`src/rtl/freq_meter_pkg.sv`:
```
// Shared types and helpers for the gated-window frequency meter.
package freq_meter_pkg;

  typedef enum logic [1:0] {
    IDLE  = 2'd0,
    COUNT = 2'd1,
    LATCH = 2'd2
  } state_t;

  localparam int unsigned DEFAULT_MAX_VAL = 99_999_999;

  // Gate window length in clk cycles; 10*CLK_HZ needs the full 34 bits.
  function automatic logic [33:0] gate_len(input logic [1:0] sel, input logic [33:0] clk_hz);
    logic [33:0] len;
    case (sel)
      2'd0:    len = clk_hz / 34'd100;
      2'd1:    len = clk_hz / 34'd10;
      2'd2:    len = clk_hz;
      default: len = clk_hz * 34'd10;
    endcase
    return len;
  endfunction

endpackage

```
`src/rtl/edge_sync.sv`:
```
// Multi-flop synchroniser for an asynchronous input plus a one-cycle rising-edge pulse.
module edge_sync #(
  parameter int unsigned SYNC_STAGES = 2
) (
  input  logic clk,
  input  logic rst,
  input  logic sig_in,
  output logic rise
);

  logic [SYNC_STAGES-1:0] sync_q;
  logic                   prev_q;

  always_ff @(posedge clk) begin
    if (rst) begin
      sync_q <= '0;
      prev_q <= 1'b0;
    end else begin
      sync_q <= {sync_q[SYNC_STAGES-2:0], sig_in};
      prev_q <= sync_q[SYNC_STAGES-1];
    end
  end

  assign rise = sync_q[SYNC_STAGES-1] & ~prev_q;

endmodule

```
`src/rtl/freq_meter_ctrl.sv`:
```
// Gated-window frequency counter: counts synchronised rising edges of sig_in over a
// selectable window and presents the last completed count to the display controller.
module freq_meter_ctrl
  import freq_meter_pkg::*;
#(
  parameter int unsigned CLK_HZ      = 100_000_000,
  parameter int unsigned MAX_VAL     = DEFAULT_MAX_VAL,
  parameter int unsigned SYNC_STAGES = 2
) (
  input  logic        clk,
  input  logic        rst,
  input  logic        sig_in,
  input  logic [1:0]  gate_sel,
  input  logic        hold,
  output logic [26:0] out_data,
  output logic        OutOfRange,
  output logic        meas_valid,
  output state_t      state_dbg
);

  // meas_valid is a one-cycle strobe with no back-pressure: out_data/OutOfRange change
  // only in the cycle it is high and are stable at all other times.

  localparam logic [26:0] MAX_CNT = 27'(MAX_VAL);
  localparam logic [33:0] CLK_HZ_W = 34'(CLK_HZ);

  state_t      state_q, state_d;
  logic [1:0]  sel_q;
  logic [33:0] gate_cnt;
  logic [33:0] gate_last;
  logic [26:0] edge_cnt;
  logic        ovf;
  logic        rise;

  edge_sync #(.SYNC_STAGES(SYNC_STAGES)) u_edge_sync (
    .clk    (clk),
    .rst    (rst),
    .sig_in (sig_in),
    .rise   (rise)
  );

  assign gate_last = gate_len(sel_q, CLK_HZ_W) - 34'd1;
  assign state_dbg = state_q;

  always_ff @(posedge clk) begin
    if (rst) state_q <= IDLE;
    else     state_q <= state_d;
  end

  // A gate_sel change takes priority over window completion: that window is discarded.
  always_comb begin
    state_d = state_q;
    case (state_q)
      IDLE:    state_d = COUNT;
      COUNT: begin
        if (gate_sel != sel_q)         state_d = IDLE;
        else if (gate_cnt == gate_last) state_d = LATCH;
      end
      LATCH:   state_d = COUNT;
      default: state_d = IDLE;
    endcase
  end

  always_ff @(posedge clk) begin
    if (rst) begin
      sel_q      <= '0;
      gate_cnt   <= '0;
      edge_cnt   <= '0;
      ovf        <= 1'b0;
      out_data   <= '0;
      OutOfRange <= 1'b0;
      meas_valid <= 1'b0;
    end else begin
      meas_valid <= 1'b0;
      case (state_q)
        IDLE: begin
          gate_cnt <= '0;
          edge_cnt <= '0;
          ovf      <= 1'b0;
          sel_q    <= gate_sel;
        end
        COUNT: begin
          gate_cnt <= gate_cnt + 34'd1;
          // Once ovf is set the counter parks at MAX_VAL+1 instead of wrapping.
          if (rise && !ovf) begin
            edge_cnt <= edge_cnt + 27'd1;
            if (edge_cnt == MAX_CNT) ovf <= 1'b1;
          end
        end
        LATCH: begin
          if (!hold) begin
            out_data   <= ovf ? MAX_CNT : edge_cnt;
            OutOfRange <= ovf;
            meas_valid <= 1'b1;
          end
          gate_cnt <= '0;
          edge_cnt <= '0;
          ovf      <= 1'b0;
          sel_q    <= gate_sel;
        end
        default: ;
      endcase
    end
  end

endmodule
```
`config.mk`:
```
export PLATFORM = sky130hd
export DESIGN_NAME = freq_meter_ctrl
export DESIGN_NICKNAME = d
export VERILOG_FILES = /design/src/rtl/freq_meter_pkg.sv /design/src/rtl/edge_sync.sv /design/src/rtl/freq_meter_ctrl.sv
export SDC_FILE = /design/constraint.sdc
export NUM_CORES = 1
export LEC_CHECK = 0
export ABC_AREA = 1
export CAP_MARGIN = 20
export CORE_ASPECT_RATIO = 1.4
export CORE_MARGIN = 1
export CORE_UTILIZATION = 53
export CTS_BUF_LIST = sky130_fd_sc_hd__clkbuf_8 sky130_fd_sc_hd__clkbuf_16
export CTS_CLUSTER_DIAMETER = 120
export DETAILED_ROUTE_END_ITERATION = 16
export PLACE_DENSITY = 0.7
export SYNTH_ARGS = -nofsm -noshare
export SYNTH_HDL_FRONTEND = slang
export SYNTH_SLANG_ARGS = --single-unit
```
`constraint.sdc`:
```
create_clock -name clk -period 5.3 [get_ports clk]
set_clock_uncertainty 0.2 [all_clocks]
set_input_delay 1.06 -clock clk [delete_from_list [all_inputs] [get_ports clk]]
set_output_delay 1.06 -clock clk [all_outputs]
set_load 0.1 [all_outputs]
```
==> Word level (Yosys, flattened, before mapping) <==
Index checks and enable logic that the tools add are counted.
{ "totals": {"regBits": 98, "in_bits": 6, "out_inout_bits": 31, "elab_cells": 49} }
{ "classes": {"n_addsub": 3, "n_eq_ne": 10, "mux": 12, "bitwise_logic": 4, "n_reduce_logical": 10} }
{ "ops": {"columns": ["cell", "count"], "rows": [
  ["$pmux 30 s3", 1],
  ["$pmux 34 s2", 1],
  ["$mux 27", 2],
  ["$pmux 27 s2", 1],
  ["$add 34x1->34 const B", 1],
  ["$eq 34x34->1", 1],
  ["$sub 34x1->34 const B", 1],
  ["$add 27x1->27 const B", 1],
  ["$eq 27x27->1 const B", 1],
  ["$eq 2x1->1 const B", 2],
  ["$eq 2x2->1 const B", 2],
  ["$logic_not 2->1", 2],
  ["$mux 2", 2],
  ["$ne 2x2->1 const B", 2],
  ["$pmux 2 s2", 1],
  ["$reduce_and 2->1", 2],
  ["$reduce_or 2->1", 2],
  ["$mux 1", 3],
  ["$ne 3x3->1 const B", 1],
  ["$not 1->1", 3],
  ["$reduce_and 3->1", 1],
  ["$ne 2x2->1", 1],
  ["$pmux 1 s2", 1],
  ["$reduce_bool 2->1", 1],
  ["3 further kinds", 3]
]} }

==> Logic depth before layout (Yosys ltp) <==
{ "depth": {"ltp_word": 7, "depth_mapped": 12, "depth_no_buf": 12} }

==> Cells and area by module <==
Synthesis repeated with hierarchy kept, for this count alone.
{ "unflattened": {"cells_unflattened": 755, "hier_area_um2": 5012.3} }
{ "by_module_without_submodules": {"columns": ["module", "instances", "cells_each", "area_each_um2", "seq_area_each_um2"], "rows": [
  ["freq_meter_ctrl", 1, 745, 4926.0, 1901.8],
  ["edge_sync", 1, 10, 86.3, 60.1]
]} }

==> Worst setup path before layout <==
OpenSTA, ideal clock, no wires.
{ "synth_path": {"kind": "register to output", "startpoint": "reg state_q[0] (netlist: state_dbg[0])", "endpoint": "out state_dbg[0]", "arrival_ps": 1030, "t_required_ps": 4040, "slack_ps": 3010, "stages_incl_launch_ff": 1, "path_buffers": 0, "cell_sequence": "dfxtp_1"} }
{ "synth_lines": {"columns": ["element", "line", "source"], "rows": [
  ["start, declared", "freq_meter_ctrl.sv:27", "state_t state_q, state_d;"],
  ["start signal, assigned", "freq_meter_ctrl.sv:47", "else state_q <= state_d;"],
  ["end, declared", "freq_meter_ctrl.sv:18", "output state_t state_dbg"]
]} }
No word-level cell between the ends.

==> Worst setup path after layout <==
{ "layout_path": {"startpoint": "reg state_q[1] (netlist: state_dbg[1])", "endpoint": "out state_dbg[1]"} }
No word-level cell between the ends.

==> metrics.json <==
{
  "worst_setup_path": {
    "r2r_start": "state_dbg[1]",
    "crit_required_ns": 4.04,
    "critical_path.startpoint_type": "flip-flop",
    "path_buf_inv": 1,
    "path_max_fanout": 10,
    "r2r_end": "out_data[10]",
    "setup.worst_path.end_class": "primary output",
    "arrival_ns": 2.23,
    "cpLargestDelayFamily": "buffers and inverters",
    "critPathKind": "reg -> out",
    "cpMaxStageDelayCell": "sky130_fd_sc_hd__clkdlybuf4s50_1",
    "worst_r2r_path_depth": 6,
    "crit_path_max_incr_delay_ns": 1.23,
    "timing.reg2reg.setup_slack_ns": 2.42,
    "cp_cell_sequence": "clkdlybuf4s50_1"
  },
  "synthesis": {
    "netlist.area_leader.share_pct": 37.9,
    "number_of_flops_mapped_to_enable_cells_by_yosys": 0,
    "syn_nets": 799,
    "commonest_cells_in_the_netlist": "sky130_fd_sc_hd__nand2_1, sky130_fd_sc_hd__nor2_1, sky130_fd_sc_hd__inv_1",
    "synth.largest_area_cell": "sky130_fd_sc_hd__dfxtp_1",
    "synthMostInstantiatedCell": "sky130_fd_sc_hd__nand2_1",
    "ys_warn_count": 0,
    "post_synthesis_cell_type_count": 35,
    "post_synth.cell_area_avg_sq_um": 6.61,
    "synth_area_sq_um": 5170,
    "synth.yosys.seq_area_share_pct": 37.9,
    "dominantRegCellSynth": "sky130_fd_sc_hd__dfxtp_1",
    "synth.top_cells.by_area": "sky130_fd_sc_hd__dfxtp_1, sky130_fd_sc_hd__nand2_1, sky130_fd_sc_hd__nor2_1",
    "fraction_of_synthesis_flops_using_an_asynchronous_set_or_reset_pin_pct": 0,
    "syn-instance-count": 783,
    "number_of_register_bits_inferred_by_synthesis": 98
  },
  "power": {
    "power.density_nw_per_um2": 250,
    "p_switching_w": 0.000346,
    "p_sw_share_pct": 23.6,
    "share_of_total_power_in_the_clock_network_pct": 42.9,
    "combinationalPowerShare_pct": 6.1,
    "pwr-share-seq_pct": 51.0,
    "internal_power_consumption_w": 0.00112,
    "cellLeakagePower_nw": 2.31,
    "vdd_ir_drop_max_mv": 0.179
  },
  "clocking": {
    "cts.repair.resized": 0,
    "clkSinkCount": 98,
    "clock_tree.htree_level_count": 3,
    "clk_path_buf_depth": 2,
    "cts_buffers": 9,
    "worstSkewPairLatency_ns": 0.35,
    "tritoncts": "built",
    "clock_tree.root_cell": "sky130_fd_sc_hd__clkbuf_16",
    "post-cts-setup-buffer-count": 0,
    "clkSlewWorstSetupHoldPaths_ns": 0.06,
    "hold_fix_buffers_cts": 0
  },
  "cells_and_area": {
    "syn2layout_area_growth_pct": 13.2,
    "diode_count": 0,
    "drive_above_1_share_pct": 6.72,
    "postLayoutCoreUtil_pct": 61.9,
    "fin_nets": 829,
    "filler_cells": 940
  },
  "sta": {
    "final_number_of_max_transition_violations": 0,
    "final_critical_path_setup_slack_ns": 1.81,
    "max_slew_margin_pct": 34.4,
    "setup_viol_count_final": 0,
    "max_slew.worst_pin.slew_ns": 0.981,
    "post-route-period-util_pct": 65.9,
    "rsz0062_at_grt": "false",
    "timing.hold.ws_ns": 0.255,
    "setup-tns-final_ns": 0,
    "finalHoldViolations": 0,
    "period_minus_slack_ns": 3.49,
    "f_max_ghz": 0.286
  },
  "floorplan": {
    "placementRows": 42,
    "die_h_microns": 119,
    "coreArea_sq_um": 9460,
    "dieArea_sq_um": 10200,
    "initial_core_util_pct": 54.7,
    "die_width_microns": 85.5,
    "design.portCount": 37
  },
  "placed_design": {
    "place.gp.congestion": 0.948,
    "dp_hpwl_microns": 10400,
    "port-buffer-count": 36,
    "dpl_worst_slack_ns": 1.76
  },
  "min_path": {
    "timing.hold.worst_endpoint": "u_edge_sync.sync_q[1]",
    "min_path_cells": 2,
    "hold_path_startpoint": "u_edge_sync.sync_q[0]",
    "min_path_type": "reg -> reg"
  },
  "route": {
    "post-route-drc-count": 0,
    "routed_wire_length_per_instance_microns": 14.7,
    "drt-vias-per-instance": 5.42,
    "num_vias": 5027,
    "totalWireLength_microns": 13700,
    "firstDrtPassIters": 5,
    "first_iteration_detailed_routing_drc_count": 240,
    "drt.antenna.violating_nets": 0
  },
  "global_route": {
    "grt_first_pass_wirelength_microns": 22200,
    "number_of_antenna_violations_at_the_first_check_in_global_routing": 0,
    "track_usage_pct": 28.2,
    "grt_max_degree": 32,
    "grt_overflow": 0,
    "via_count_of_the_first_global_routing_pass": 4731
  },
  "job": {
    "maxCapViolCount": 0
  },
  "status": {
    "run_status": "finished, final reports clean"
  }
}
layer usage:
layer / share of wire (%) / global-route usage (%) / up-vias
li1: - / - / 2551
met1: 38 / 29.0 / 2279
met2: 52 / 50.9 / 148
met3: 4.1 / 4.85 / 49
met4: 6.2 / 19.3 / 0
met5: 0 / 0 / -
sequential cells by signal, indices dropped and copies added (netlist names):
signal / count
out_data: 27
u_edge_sync.sync_q: 2
sel_q: 2
ovf: 1
OutOfRange: 1
meas_valid: 1
gate_cnt: 34
u_edge_sync.prev_q: 1
state_dbg: 2
edge_cnt: 27
layout by cell type (no fill, tap or decap), types with 10 or more instances in the layout:
cell	instances
sky130_fd_sc_hd__a21oi_1	47
sky130_fd_sc_hd__nand4_1	14
sky130_fd_sc_hd__inv_1	106
sky130_fd_sc_hd__nand3_1	58
sky130_fd_sc_hd__nand2_1	182
sky130_fd_sc_hd__nor2_1	118
sky130_fd_sc_hd__o21ai_0	43
sky130_fd_sc_hd__ha_1	10
sky130_fd_sc_hd__clkdlybuf4s50_1	36
sky130_fd_sc_hd__nor3_1	20
sky130_fd_sc_hd__dfxtp_1	98
power groups by stage:
stage          Combinational [W]  Sequential [W]  Clock, W
3_5_place_dp           0.0000886        0.000764         0
2_1_floorplan          0.0000597        0.000768         0
3_3_place_gp           0.0000873        0.000764         0
5_1_grt                0.0000989        0.000748  0.000671
6_report               0.0000890        0.000748  0.000629
4_1_cts                0.0000891        0.000748  0.000634
how the worst max path moves through the flow:
stage	end	slack (ns)	startpoint	cells after the start
after floorplan	state_dbg[0]	3.01	state_dbg[0]	0
after CTS	state_dbg[1]	1.78	state_dbg[1]	1
after global placement	out_data[12]	1.85	hold	6
final	state_dbg[1]	1.81	state_dbg[1]	1
after detailed placement	out_data[10]	1.76	hold	6
after global routing	state_dbg[1]	1.75	state_dbg[1]	1
cell type report:
cell class                 count  area, sq um  area share (%)
clock buffer                  12          267            4.55
clock inverter                 4         18.8           0.321
inverter                     108          408            6.97
multi-input combinational    558         2690            45.9
timing repair buffer          38          375            6.41
sequential                    98         1960            33.5
tap                          110          138            2.35
cells by family (layout without fill, tap and decap cells):
logic type,Yosys count,after routing,synth area share [%]
adder cells (fa/ha/maj),10,10,2.42
AO/OA/AOI/OAI,111,111,11.3
buffers and inverters,127,162,10.2
AND/OR/NAND/NOR,428,428,36.7
flip-flops,98,98,37.9
XOR/XNOR,9,9,1.52
metrics by stage:
stage | cells | power, W | cell area [sq um]
floorplan | 783 | 0.000828 | 5170
global placement | 912 | 0.000852 | 5570
detailed placement | 912 | 0.000853 | 5570
CTS | 928 | 0.00147 | 5850
global route | 928 | 0.00152 | 5850
finish | 928 | 0.00147 | 5850
Power figures use the tool's default switching activity.
